### config.mk
export PLATFORM = sky130hd
export DESIGN_NAME = memory_row_reader_flat
export DESIGN_NICKNAME = d
export VERILOG_FILES = /design/src/rtl/memory_row_reader_pkg.sv /design/src/rtl/memory_row_reader_if.sv /design/src/rtl/memory_row_reader_row_fifo.sv /design/src/rtl/memory_row_reader.sv /design/src/flat_wrapper.sv
export SDC_FILE = /design/constraint.sdc
export NUM_CORES = 1
export LEC_CHECK = 0
export ABC_AREA = 1
export CAP_MARGIN = 20
export CORE_ASPECT_RATIO = 1.25
export CORE_MARGIN = 5
export CORE_UTILIZATION = 36
export DETAILED_ROUTE_END_ITERATION = 10
export PLACE_DENSITY = 0.52
export SLEW_MARGIN = 15
export SYNTH_ARGS = -nofsm -noshare
export SYNTH_HDL_FRONTEND = slang
export SYNTH_SLANG_ARGS = --single-unit
### constraint.sdc
create_clock -name clock -period 1.8 [get_ports clock]
set_clock_uncertainty 0.05 [all_clocks]
set_input_delay 0.18 -clock clock [delete_from_list [all_inputs] [get_ports clock]]
set_output_delay 0.18 -clock clock [all_outputs]
set_load 0.005 [all_outputs]
### src/rtl/memory_row_reader_pkg.sv
// Shared widths, FSM encoding and sizing helpers for the row reader and its FIFO.
package memory_row_reader_pkg;

    localparam int unsigned DEFAULT_ROW_INDEX_BITS = 5;
    localparam int unsigned DEFAULT_COL_INDEX_BITS = 3;
    localparam int unsigned DEFAULT_READ_LATENCY   = 2;
    localparam int unsigned DEFAULT_FIFO_DEPTH     = 4;

    typedef enum logic [1:0] {
        IDLE  = 2'd0,
        SCAN  = 2'd1,
        DRAIN = 2'd2
    } readerState_e;

    // One bit per letter in a row.
    function automatic int unsigned rowWidth(input int unsigned colIndexBits);
        return 32'd1 << colIndexBits;
    endfunction

    // Count must represent 0..depth inclusive.
    function automatic int unsigned fifoCountBits(input int unsigned depth);
        return $clog2(depth) + 1;
    endfunction

endpackage

### src/rtl/memory_row_reader_if.sv
// Storage inquiry port plus the row stream towards the consumer.
interface memory_row_reader_if #(
    parameter int unsigned ROWINDEXBITS = 5,
    parameter int unsigned COLINDEXBITS = 3
);
    import memory_row_reader_pkg::*;

    localparam int unsigned W = rowWidth(COLINDEXBITS);

    logic                    readMemory;
    logic                    inquiry;
    logic                    readReady;
    logic [ROWINDEXBITS-1:0] inquiryWordIndex;
    logic [COLINDEXBITS-1:0] inquiryLetterIndex;
    logic                    storedValue;
    logic                    rowValid;
    logic                    rowReady;
    logic [W-1:0]            rowData;
    logic [ROWINDEXBITS-1:0] rowIndex;

    modport master (
        output readMemory,
        output inquiry,
        output inquiryWordIndex,
        output inquiryLetterIndex,
        input  readReady,
        input  storedValue,
        output rowValid,
        input  rowReady,
        output rowData,
        output rowIndex
    );

    modport slave (
        input  readMemory,
        input  inquiry,
        input  inquiryWordIndex,
        input  inquiryLetterIndex,
        output readReady,
        output storedValue,
        input  rowValid,
        output rowReady,
        input  rowData,
        input  rowIndex
    );

endinterface

### src/rtl/memory_row_reader_row_fifo.sv
// Synchronous FIFO with occupancy count and a valid/ready pop side.
module row_fifo #(
    parameter int unsigned WIDTH = 8,
    parameter int unsigned DEPTH = 4
) (
    input  logic                    clock,
    input  logic                    reset,
    input  logic                    pushValid,
    input  logic [WIDTH-1:0]        pushData,
    input  logic                    popReady,
    output logic                    popValid,
    output logic [WIDTH-1:0]        popData,
    output logic [$clog2(DEPTH):0]  count
);
    localparam int unsigned PTRBITS   = $clog2(DEPTH);
    localparam int unsigned COUNTBITS = PTRBITS + 1;

    logic [WIDTH-1:0]   mem [DEPTH];
    logic [PTRBITS-1:0] wrPtr;
    logic [PTRBITS-1:0] rdPtr;
    logic               doPush;
    logic               doPop;

    // Head is zeroed while empty so stale storage never leaks out.
    always_comb begin
        popValid = (count != '0);
        doPop    = popValid && popReady;
        doPush   = pushValid && ((count != COUNTBITS'(DEPTH)) || doPop);
        popData  = popValid ? mem[rdPtr] : '0;
    end

    always_ff @(posedge clock) begin
        if (reset) begin
            wrPtr <= '0;
            rdPtr <= '0;
            count <= '0;
        end else begin
            if (doPush) begin
                wrPtr <= wrPtr + PTRBITS'(1);
            end
            if (doPop) begin
                rdPtr <= rdPtr + PTRBITS'(1);
            end
            case ({doPush, doPop})
                2'b10:   count <= count + COUNTBITS'(1);
                2'b01:   count <= count - COUNTBITS'(1);
                default: count <= count;
            endcase
        end
    end

    always_ff @(posedge clock) begin
        if (doPush) begin
            mem[wrPtr] <= pushData;
        end
    end

endmodule

### src/rtl/memory_row_reader.sv
// Scans every (word, letter) cell of the storage and streams each word out as a row bitmap.
module memory_row_reader
    import memory_row_reader_pkg::*;
#(
    parameter int unsigned ROWINDEXBITS = DEFAULT_ROW_INDEX_BITS,
    parameter int unsigned COLINDEXBITS = DEFAULT_COL_INDEX_BITS,
    parameter int unsigned READ_LATENCY = DEFAULT_READ_LATENCY,
    parameter int unsigned FIFO_DEPTH   = DEFAULT_FIFO_DEPTH
) (
    input  logic                clock,
    input  logic                reset,
    input  logic                start,
    output logic                busy,
    output logic                done,
    memory_row_reader_if.master bus
);
    localparam int unsigned W         = rowWidth(COLINDEXBITS);
    localparam int unsigned COUNTBITS = fifoCountBits(FIFO_DEPTH);
    localparam logic [ROWINDEXBITS-1:0] ROW_MAX    = '1;
    localparam logic [COLINDEXBITS-1:0] LETTER_MAX = '1;

    typedef struct packed {
        logic                    valid;
        logic [ROWINDEXBITS-1:0] row;
        logic [COLINDEXBITS-1:0] letter;
    } flight_t;

    typedef struct packed {
        logic [ROWINDEXBITS-1:0] row;
        logic [W-1:0]            bits;
    } rowEntry_t;

    readerState_e            state;
    readerState_e            stateNext;
    logic [ROWINDEXBITS-1:0] wordIdx;
    logic [ROWINDEXBITS-1:0] wordNext;
    logic [COLINDEXBITS-1:0] letterIdx;
    logic [COLINDEXBITS-1:0] letterNext;
    logic [COUNTBITS-1:0]    rowsInFlight;
    logic [COUNTBITS-1:0]    rowsInFlightNext;
    logic [COUNTBITS-1:0]    fifoCount;
    logic [COUNTBITS:0]      creditSum;
    logic                    busyReg;
    logic                    busyNext;
    logic                    doneReg;
    logic                    doneNext;
    logic                    inquiry;
    logic                    accept;
    logic                    push;
    logic                    lastArrival;
    logic                    fifoValid;
    flight_t                 pipe [READ_LATENCY];
    flight_t                 arrival;
    logic [W-1:0]            assembly;
    logic [W-1:0]            assembled;
    rowEntry_t               pushEntry;
    rowEntry_t               headEntry;

    // Next-state, inquiry credit and row assembly.
    always_comb begin
        stateNext        = state;
        wordNext         = wordIdx;
        letterNext       = letterIdx;
        rowsInFlightNext = rowsInFlight;
        doneNext         = 1'b0;

        // Buffered plus outstanding rows must leave room before a new row may begin.
        creditSum = {1'b0, fifoCount} + {1'b0, rowsInFlight};
        inquiry   = (state == SCAN) &&
                    ((letterIdx != '0) || (creditSum < (COUNTBITS + 1)'(FIFO_DEPTH)));
        accept    = inquiry && bus.readReady;

        arrival     = pipe[READ_LATENCY-1];
        push        = arrival.valid && (arrival.letter == LETTER_MAX);
        lastArrival = push && (arrival.row == ROW_MAX);
        assembled   = assembly;
        if (arrival.valid) begin
            assembled[arrival.letter] = bus.storedValue;
        end
        pushEntry = '{row: arrival.row, bits: assembled};

        if (accept && (letterIdx == '0)) begin
            rowsInFlightNext = rowsInFlightNext + COUNTBITS'(1);
        end
        if (push) begin
            rowsInFlightNext = rowsInFlightNext - COUNTBITS'(1);
        end

        case (state)
            IDLE: begin
                if (start) begin
                    stateNext  = SCAN;
                    wordNext   = '0;
                    letterNext = '0;
                end
            end
            SCAN: begin
                if (accept) begin
                    letterNext = letterIdx + COLINDEXBITS'(1);
                    if (letterIdx == LETTER_MAX) begin
                        wordNext = wordIdx + ROWINDEXBITS'(1);
                        if (wordIdx == ROW_MAX) begin
                            stateNext = DRAIN;
                        end
                    end
                end
            end
            DRAIN: begin
                if (lastArrival) begin
                    stateNext = IDLE;
                    doneNext  = 1'b1;
                end
            end
            default: stateNext = IDLE;
        endcase

        busyNext = (stateNext != IDLE);
    end

    always_ff @(posedge clock) begin
        if (reset) begin
            state        <= IDLE;
            wordIdx      <= '0;
            letterIdx    <= '0;
            rowsInFlight <= '0;
            busyReg      <= 1'b0;
            doneReg      <= 1'b0;
        end else begin
            state        <= stateNext;
            wordIdx      <= wordNext;
            letterIdx    <= letterNext;
            rowsInFlight <= rowsInFlightNext;
            busyReg      <= busyNext;
            doneReg      <= doneNext;
        end
    end

    // Tags each accepted inquiry so its response lands in the right bit.
    always_ff @(posedge clock) begin
        if (reset) begin
            for (int i = 0; i < int'(READ_LATENCY); i++) begin
                pipe[i] <= '0;
            end
        end else begin
            pipe[0] <= '{valid: accept, row: wordIdx, letter: letterIdx};
            for (int i = 1; i < int'(READ_LATENCY); i++) begin
                pipe[i] <= pipe[i-1];
            end
        end
    end

    always_ff @(posedge clock) begin
        if (reset || push) begin
            assembly <= '0;
        end else if (arrival.valid) begin
            assembly <= assembled;
        end
    end

    row_fifo #(
        .WIDTH (ROWINDEXBITS + W),
        .DEPTH (FIFO_DEPTH)
    ) rowFifo (
        .clock     (clock),
        .reset     (reset),
        .pushValid (push),
        .pushData  (pushEntry),
        .popReady  (bus.rowReady),
        .popValid  (fifoValid),
        .popData   (headEntry),
        .count     (fifoCount)
    );

    assign bus.inquiry            = inquiry;
    assign bus.inquiryWordIndex   = wordIdx;
    assign bus.inquiryLetterIndex = letterIdx;
    assign bus.readMemory         = busyReg;
    assign bus.rowValid           = fifoValid;
    assign bus.rowData            = headEntry.bits;
    assign bus.rowIndex           = headEntry.row;
    assign busy                   = busyReg;
    assign done                   = doneReg;

endmodule

### src/flat_wrapper.sv
// flat-port wrapper written by rule: the top's interface ports become plain ports
module memory_row_reader_flat import memory_row_reader_pkg::*;
#(
    parameter int unsigned ROWINDEXBITS = DEFAULT_ROW_INDEX_BITS,
    parameter int unsigned COLINDEXBITS = DEFAULT_COL_INDEX_BITS,
    parameter int unsigned READ_LATENCY = DEFAULT_READ_LATENCY,
    parameter int unsigned FIFO_DEPTH   = DEFAULT_FIFO_DEPTH
)
  (clock, reset, start, busy, done, bus_readMemory, bus_inquiry, bus_inquiryWordIndex, bus_inquiryLetterIndex, bus_readReady, bus_storedValue, bus_rowValid, bus_rowReady, bus_rowData, bus_rowIndex);
  memory_row_reader_if #(.ROWINDEXBITS(ROWINDEXBITS), .COLINDEXBITS(COLINDEXBITS)) bus_i ();
  input  logic clock;
  input  logic reset;
  input  logic start;
  output logic busy;
  output logic done;
  output wire logic [$bits(bus_i.readMemory)-1:0] bus_readMemory;
  output wire logic [$bits(bus_i.inquiry)-1:0] bus_inquiry;
  output wire logic [$bits(bus_i.inquiryWordIndex)-1:0] bus_inquiryWordIndex;
  output wire logic [$bits(bus_i.inquiryLetterIndex)-1:0] bus_inquiryLetterIndex;
  input wire logic [$bits(bus_i.readReady)-1:0] bus_readReady;
  input wire logic [$bits(bus_i.storedValue)-1:0] bus_storedValue;
  output wire logic [$bits(bus_i.rowValid)-1:0] bus_rowValid;
  input wire logic [$bits(bus_i.rowReady)-1:0] bus_rowReady;
  output wire logic [$bits(bus_i.rowData)-1:0] bus_rowData;
  output wire logic [$bits(bus_i.rowIndex)-1:0] bus_rowIndex;
  assign bus_readMemory = bus_i.readMemory;
  assign bus_inquiry = bus_i.inquiry;
  assign bus_inquiryWordIndex = bus_i.inquiryWordIndex;
  assign bus_inquiryLetterIndex = bus_i.inquiryLetterIndex;
  assign bus_i.readReady = bus_readReady;
  assign bus_i.storedValue = bus_storedValue;
  assign bus_rowValid = bus_i.rowValid;
  assign bus_i.rowReady = bus_rowReady;
  assign bus_rowData = bus_i.rowData;
  assign bus_rowIndex = bus_i.rowIndex;
  memory_row_reader #(.ROWINDEXBITS(ROWINDEXBITS), .COLINDEXBITS(COLINDEXBITS), .READ_LATENCY(READ_LATENCY), .FIFO_DEPTH(FIFO_DEPTH)) u_core (.clock(clock), .reset(reset), .start(start), .busy(busy), .done(done), .bus(bus_i));
endmodule
==> metrics, run 1 <==
mapped cell area=4230 sq um; Design Power=6.79 mW; CTS sink count=102; VDD IR-drop max=578 uV; post-synth top area share=36.9%; die area=14000 sq um; post-synth cell types=28; Sw Pwr=1.97 mW; Worst EP required=2.01 ns; fin crit share=106%; CTS tree=yes; H-tree Lvls=3; antenna viol nets, final=0; Final WS setup=-0.105 ns; Sw Ratio=29.0%; DR pass1 iterations=4; unrepaired setup endpoints after global routing=true; wire length per cell=13.3 microns; combinational share of power=30.8%; Hold Crit Depth=2; synth top area cells=edfxtp_1, dfxtp_1, nor2_1, inv_1, nand2_1; failing checks=negative setup slack; P_leak=2.38 nW; WP data arrival=2.12 ns; Mapped Avg Cell Area=9.39 sq um; number of max-cap violations=0; Placer Congestion=0.787; Mapped Nets=471; boundary pin count=32; async set or reset register ratio after synthesis=0%; Die Width=107 microns; Finished Layout Cells=672; root buffer cell=clkbuf_16; Internal=4.81 mW; DRC viols=0; DIE HEIGHT=131 microns; PortBufs=31; status=finished, violations left; largest net degree at the start of global routing=24; largest fanout on the critical path=3; register area share after synthesis=60.5%; DP HPWL=5940 microns; CTS max path bufs=2; #FFs+latches synth=102; minimum clock period=1.90 ns; Reg2Reg Depth=13; worst-skew pair later-pin latency=0.34 ns; number of global-route vias before repair=3109; DRT iter0 DRCs=96; setup_tns=-0.135 ns; final setup fails=3; filler cell count=1096; YS warnings=0; relative max-transition margin=79.7%; Initial Util=36.6%; Hold WC Path Type=reg -> reg; synthesized instance count=451; DRT Wirelength=8910 microns; EDFF count, synth=52; first-pass GRT wire length=14900 microns; # nets final=549; Num CTS Buffers=9; Primary FF master, synth=edfxtp_1; Global Route Usage Sum=13.5%; Congestion Overflow GR=0; sequential fraction of design power=38.2%; Crit Path Category=reg -> reg; CP endpoint kind=register; Slew @ Worst Pin=0.296 ns; clock power share=31.0%; Startpoint Class=register; Ant. Diodes=0; placed instance count=638; Fin. Hold Viols=0; core area=11600 sq um; Syn-to-layout area delta=33.1%; initial antenna violation count=0; row count=44; Max Slew Vio Count=0; cell type with the highest aggregate area in the netlist=edfxtp_1; vias=3077; share of cells above drive strength 1=26.2%; Achievable Freq=525 MHz; number of vias per cell=4.58; Clock Pin Slew Worst Setup and Hold Paths=0.07 ns; power density over cell area=1200 nW/um^2
==> sequential cells by signal (all words and copies together) (netlist names), named ones only <==
name and count:
u_core.rowFifo.mem 52, u_core.pipe 18, u_core.assembly 8, u_core.bus.inquiryWordIndex 5, u_core.bus.inquiryLetterIndex 3, u_core.rowFifo.count 3, u_core.rowsInFlight 3, u_core.rowFifo.rdPtr 2
u_core.rowFifo.wrPtr 2, u_core.state 2, u_core.bus.readMemory 1, u_core.done 1
==> cell usage after synthesis (7+ instances only) <==
cell type  count
a21oi_1       28
clkbuf_1       9
dfxtp_1       50
edfxtp_1      52
ha_1          13
inv_1         57
inv_2          7
mux2i_1        7
nand2_1       50
nand3_1       14
nor2_1       101
o21ai_0       33
==> final timing paths <==
kind,startpoint,endpoint,slack (ns)
worst min register to register,u_core.pipe[0][2]$_SDFF_PP0_,u_core.pipe[0][11]$_SDFF_PP0_,0.35
worst max-delay path,u_core.rowsInFlight[2]$_SDFF_PP0_,u_core.rowsInFlight[2]$_SDFF_PP0_,-0.10
worst min-delay path,u_core.pipe[0][2]$_SDFF_PP0_,u_core.pipe[0][11]$_SDFF_PP0_,0.35
worst max register to register,u_core.rowsInFlight[2]$_SDFF_PP0_,u_core.rowsInFlight[2]$_SDFF_PP0_,-0.10
==> area by class of cell <==
type	count	area, sq um	area share [%]
timing repair buffer	81	777	13.8
inverter	64	244	4.33
tap	138	173	3.06
clock inverter	7	104	1.84
multi-input combinational	271	1540	27.3
sequential	102	2580	45.7
clock buffer	9	225	4.00
==> cells in the final DEF (no fill, tap or decap), types with 13 or more instances in the layout <==
master	synthesis	routed
nand3_1	14	13
nand2_1	50	48
edfxtp_1	52	52
a21oi_1	28	20
o21ai_1	4	16
o21ai_0	33	18
dfxtp_1	50	42
inv_1	57	54
nor2_1	101	90
buf_2	4	13
clkdlybuf4s50_1	0	16
buf_4	1	31
==> critical path, cell delays in order (launching register included) <==
cell     delay [ns]
dfxtp_2        0.34
ha_4           0.23
inv_2          0.06
nand2_1        0.06
nor2_1         0.12
nand4_1        0.16
inv_2          0.12
nand2_2        0.06
and2_4         0.15
ha_4           0.16
nand2_4        0.06
xnor2_2        0.11
o21ai_1        0.07
a21oi_1        0.11
==> layer usage <==
layer	up-vias	routed length, microns	track usage, %
li1	1606	-	-
met3	13	375	3.68
met2	49	4670	23.5
met5	-	0	0
met1	1409	3690	15.2
met4	0	177	6.25
==> metrics by stage <==
| stage | util [%] | hold WS [ns] | setup WS [ns] | area (sq um) |
|---|---|---|---|---|
| after floorplan | - | 0.314 | 0.00205 | 4270 |
| after global placement | 43.6 | 0.344 | -0.122 | 5040 |
| after detailed placement | 43.6 | 0.343 | -0.170 | 5040 |
| after CTS | 48.1 | 0.353 | -0.139 | 5560 |
| after global routing | 48.8 | 0.367 | -0.209 | 5640 |
| final | 48.8 | 0.353 | -0.105 | 5640 |
==> power by group through the flow <==
| stage | clock [mW] | combinational (mW) | sequential (mW) |
|---|---|---|---|
| 5_1_grt | 2.26 | 2.29 | 2.60 |
| 4_1_cts | 2.16 | 2.04 | 2.58 |
| 6_report | 2.11 | 2.09 | 2.59 |
| 3_5_place_dp | 0 | 1.71 | 2.61 |
| 2_1_floorplan | 0 | 0.811 | 2.61 |
| 3_3_place_gp | 0 | 1.68 | 2.61 |
==> cell families after synthesis <==
logic type               share of synthesized area, %
AND/OR/NAND/NOR                                  18.3
flip-flops                                       60.5
buffers and inverters                            7.12
AO/OA/AOI/OAI                                    7.68
adder cells (fa/ha/maj)                          4.31
multiplexers                                     1.65
XOR/XNOR                                        0.414
==> what timing repair did <==
item                       CTS  global route
setup endpoints to repair   18            19
setup buffers               16             3
cloned                       1             0
hold buffers                 0             0
pin swaps                   23            23
gates resized for setup     83            43
hold endpoints to repair     0             0
(Power assumes the default switching activity.)
==> run 2: changes to the inputs <==
--- a/config.mk
+++ b/config.mk
@@ -12,7 +12,7 @@
 export CORE_UTILIZATION = 36
 export DETAILED_ROUTE_END_ITERATION = 10
 export PLACE_DENSITY = 0.52
-export SLEW_MARGIN = 15
+export SLEW_MARGIN = 0
 export SYNTH_ARGS = -nofsm -noshare
 export SYNTH_HDL_FRONTEND = slang
 export SYNTH_SLANG_ARGS = --single-unit
==> constraint.sdc (replaced) <==
create_clock -name clock -period 1.8 [get_ports clock]
set_clock_uncertainty 0.05 [all_clocks]
set_input_delay 0.45 -clock clock [delete_from_list [all_inputs] [get_ports clock]]
set_output_delay 0.45 -clock clock [all_outputs]
set_load 0.005 [all_outputs]
==> run 2 against run 1 <==
  * Final cell count increased by 0.74%
  * Design area up 1.7%
  * Critical path type is now reg -> out
  * Critical path depth decreased by 6
  * Worst hold slack got worse by 0.0034 ns
  * First-iteration DRC count fell by 43%
  * Non-clock buffer count up 5
  * Largest power group unchanged
  * Sequential share of layout area is 0.66 points lower
  * Register-to-register slack worse by 0.05 ns
  * The flow still finishes with violations (negative setup slack)
==> metrics, run 2 (synthesized netlist as in run 1, its figures left out) <==
status=finished, violations left; failing checks=negative setup slack; post-layout instance area=5730 sq um; clock power share=28.8%; fin crit share=111%; minimum clock period=1.99 ns; Hold Slack=0.349 ns; DP HPWL=5950 microns; first-pass GRT wire length=14900 microns; Clock Pin Slew Worst Setup and Hold Paths=0.07 ns; Global Route Usage Sum=13.5%; CP endpoint kind=output pin; VDD IR-drop max=584 uV; worst-skew pair later-pin latency=0.34 ns; Fin. Hold Viols=0; Crit Path Category=reg -> out; filler cell count=1061; Hold WC Path Type=reg -> reg; share of cells above drive strength 1=27.8%; Startpoint Class=register; setup_tns=-2.34 ns; Max Slew Vio Count=0; Initial Util=36.6%; crit-path cells=buf_4 > buf_12 > nor2_2 > nor2_2 > o21ai_4 > a21oi_2 > buf_2; DR pass1 iterations=4; setup slack, reg-to-reg=-0.15 ns; sequential fraction of design power=38.1%; vias=3084; die area=14000 sq um; relative max-transition margin=75.8%; final setup fails=19; fin util=49.6%; PortBufs=31; Syn-to-layout area delta=35.3%; core area=11600 sq um; Placer Congestion=0.824; CTS sink count=102; combinational share of power=33.1%; CTS max path bufs=2; unrepaired setup endpoints after global routing=true; number of global-route vias before repair=3055; commonest non-fill, non-tap cells in the layout=nor2_1, inv_1, edfxtp_1; Die Width=107 microns; Slew @ Worst Pin=0.363 ns; largest stage delay on the critical path=0.39 ns; number of max-cap violations=0; Crit-path slowest cell=dfxtp_4; Ant. Diodes=0; dpl ws=-0.381 ns; Most common cell on crit path=nor2_2; antenna viol nets, final=0; P_leak=2.43 nW; largest fanout on the critical path=5; Sw Ratio=29.8%; wire length per cell=13.4 microns; initial antenna violation count=0; Largest register FFs=52; H-tree Lvls=3; # nets final=554; Design Power=6.80 mW; Final WS setup=-0.193 ns; root buffer cell=clkbuf_16; boundary pin count=32; Top reg by flops=u_core.rowFifo.mem; WP data arrival=1.49 ns; Post-CTS Hold Buffers=0; Achievable Freq=502 MHz; placed instance count=648; DRC viols=0; Internal=4.77 mW; Finished Layout Cells=677; DRT iter0 DRCs=55; DIE HEIGHT=131 microns; Congestion Overflow GR=0; DRT Wirelength=9090 microns; Num CTS Buffers=9; largest net degree at the start of global routing=21; power density over cell area=1190 nW/um^2; most common cell after layout, fill and taps aside=nor2_1; biggest regs=u_core.rowFifo.mem: 52 flops, u_core.pipe: 18 flops, u_core.assembly: 8 flops; Placed Instance Area=5140 sq um; row count=44; Worst EP required=1.30 ns; CTS tree=yes; number of vias per cell=4.56; Sw Pwr=2.03 mW
==> run 2: changes by cell type in the layout (fill, tap and decap cells not counted), sizes merged <==
cell,before,now
buf,63,69
bufinv,2,1
clkbuf,11,10
clkdlybuf4s50,16,14
clkinv,1,2
clkinvlp,3,1
dlygate4sd2,0,2
inv,65,67
==> run 2: final timing paths <==
kind / cells after the start / start / to
worst max register to register: 13 / u_core.rowFifo.count[2]$_SDFFE_PP0P_ / u_core.rowsInFlight[2]$_SDFF_PP0_
worst min-delay path: 2 / u_core.pipe[0][5]$_SDFF_PP0_ / u_core.pipe[0][14]$_SDFF_PP0_
worst max-delay path: 7 / register / bus_rowData[1]
worst min register to register: 2 / u_core.pipe[0][5]$_SDFF_PP0_ / u_core.pipe[0][14]$_SDFF_PP0_
==> run 2: layer usage <==
layer | GRT usage (%) | wire length (microns) | vias up
met5 | 0 | 0 | -
met4 | 5.54 | 134 | 0
met3 | 2.94 | 272 | 9
met2 | 24.0 | 4760 | 45
met1 | 15.6 | 3920 | 1412
li1 | - | - | 1618
==> run 2: cell type report <==
class / instances / area, sq um / share of cell area (%)
multi-input combinational: 271 / 1570 / 27.4
sequential: 102 / 2580 / 45.1
inverter: 64 / 253 / 4.41
clock buffer: 9 / 225 / 3.93
timing repair buffer: 86 / 851 / 14.8
tap: 138 / 173 / 3.01
clock inverter: 7 / 78.8 / 1.38
==> run 2: power groups by stage <==
stage	clock network [mW]	registers, mW	logic, mW
floorplan	0	2.61	0.811
global placement	0	2.62	1.78
detailed placement	0	2.62	1.80
CTS	2.01	2.61	2.15
global route	2.12	2.60	2.46
finish	1.96	2.59	2.25
==> run 2: critical path: cells and delay by family (launching register included) <==
kind / cells / cell delay (ns)
flip-flops: 1 / 0.39
buffers and inverters: 3 / 0.37
AO/OA/AOI/OAI: 2 / 0.20
AND/OR/NAND/NOR: 2 / 0.20
==> run 2: timing repair <==
action | CTS | global route
buffers inserted | 6 | 7
gates resized for setup | 120 | 35
setup endpoints to repair | 20 | 22
cloned | 3 | 1
pin swaps | 31 | 31
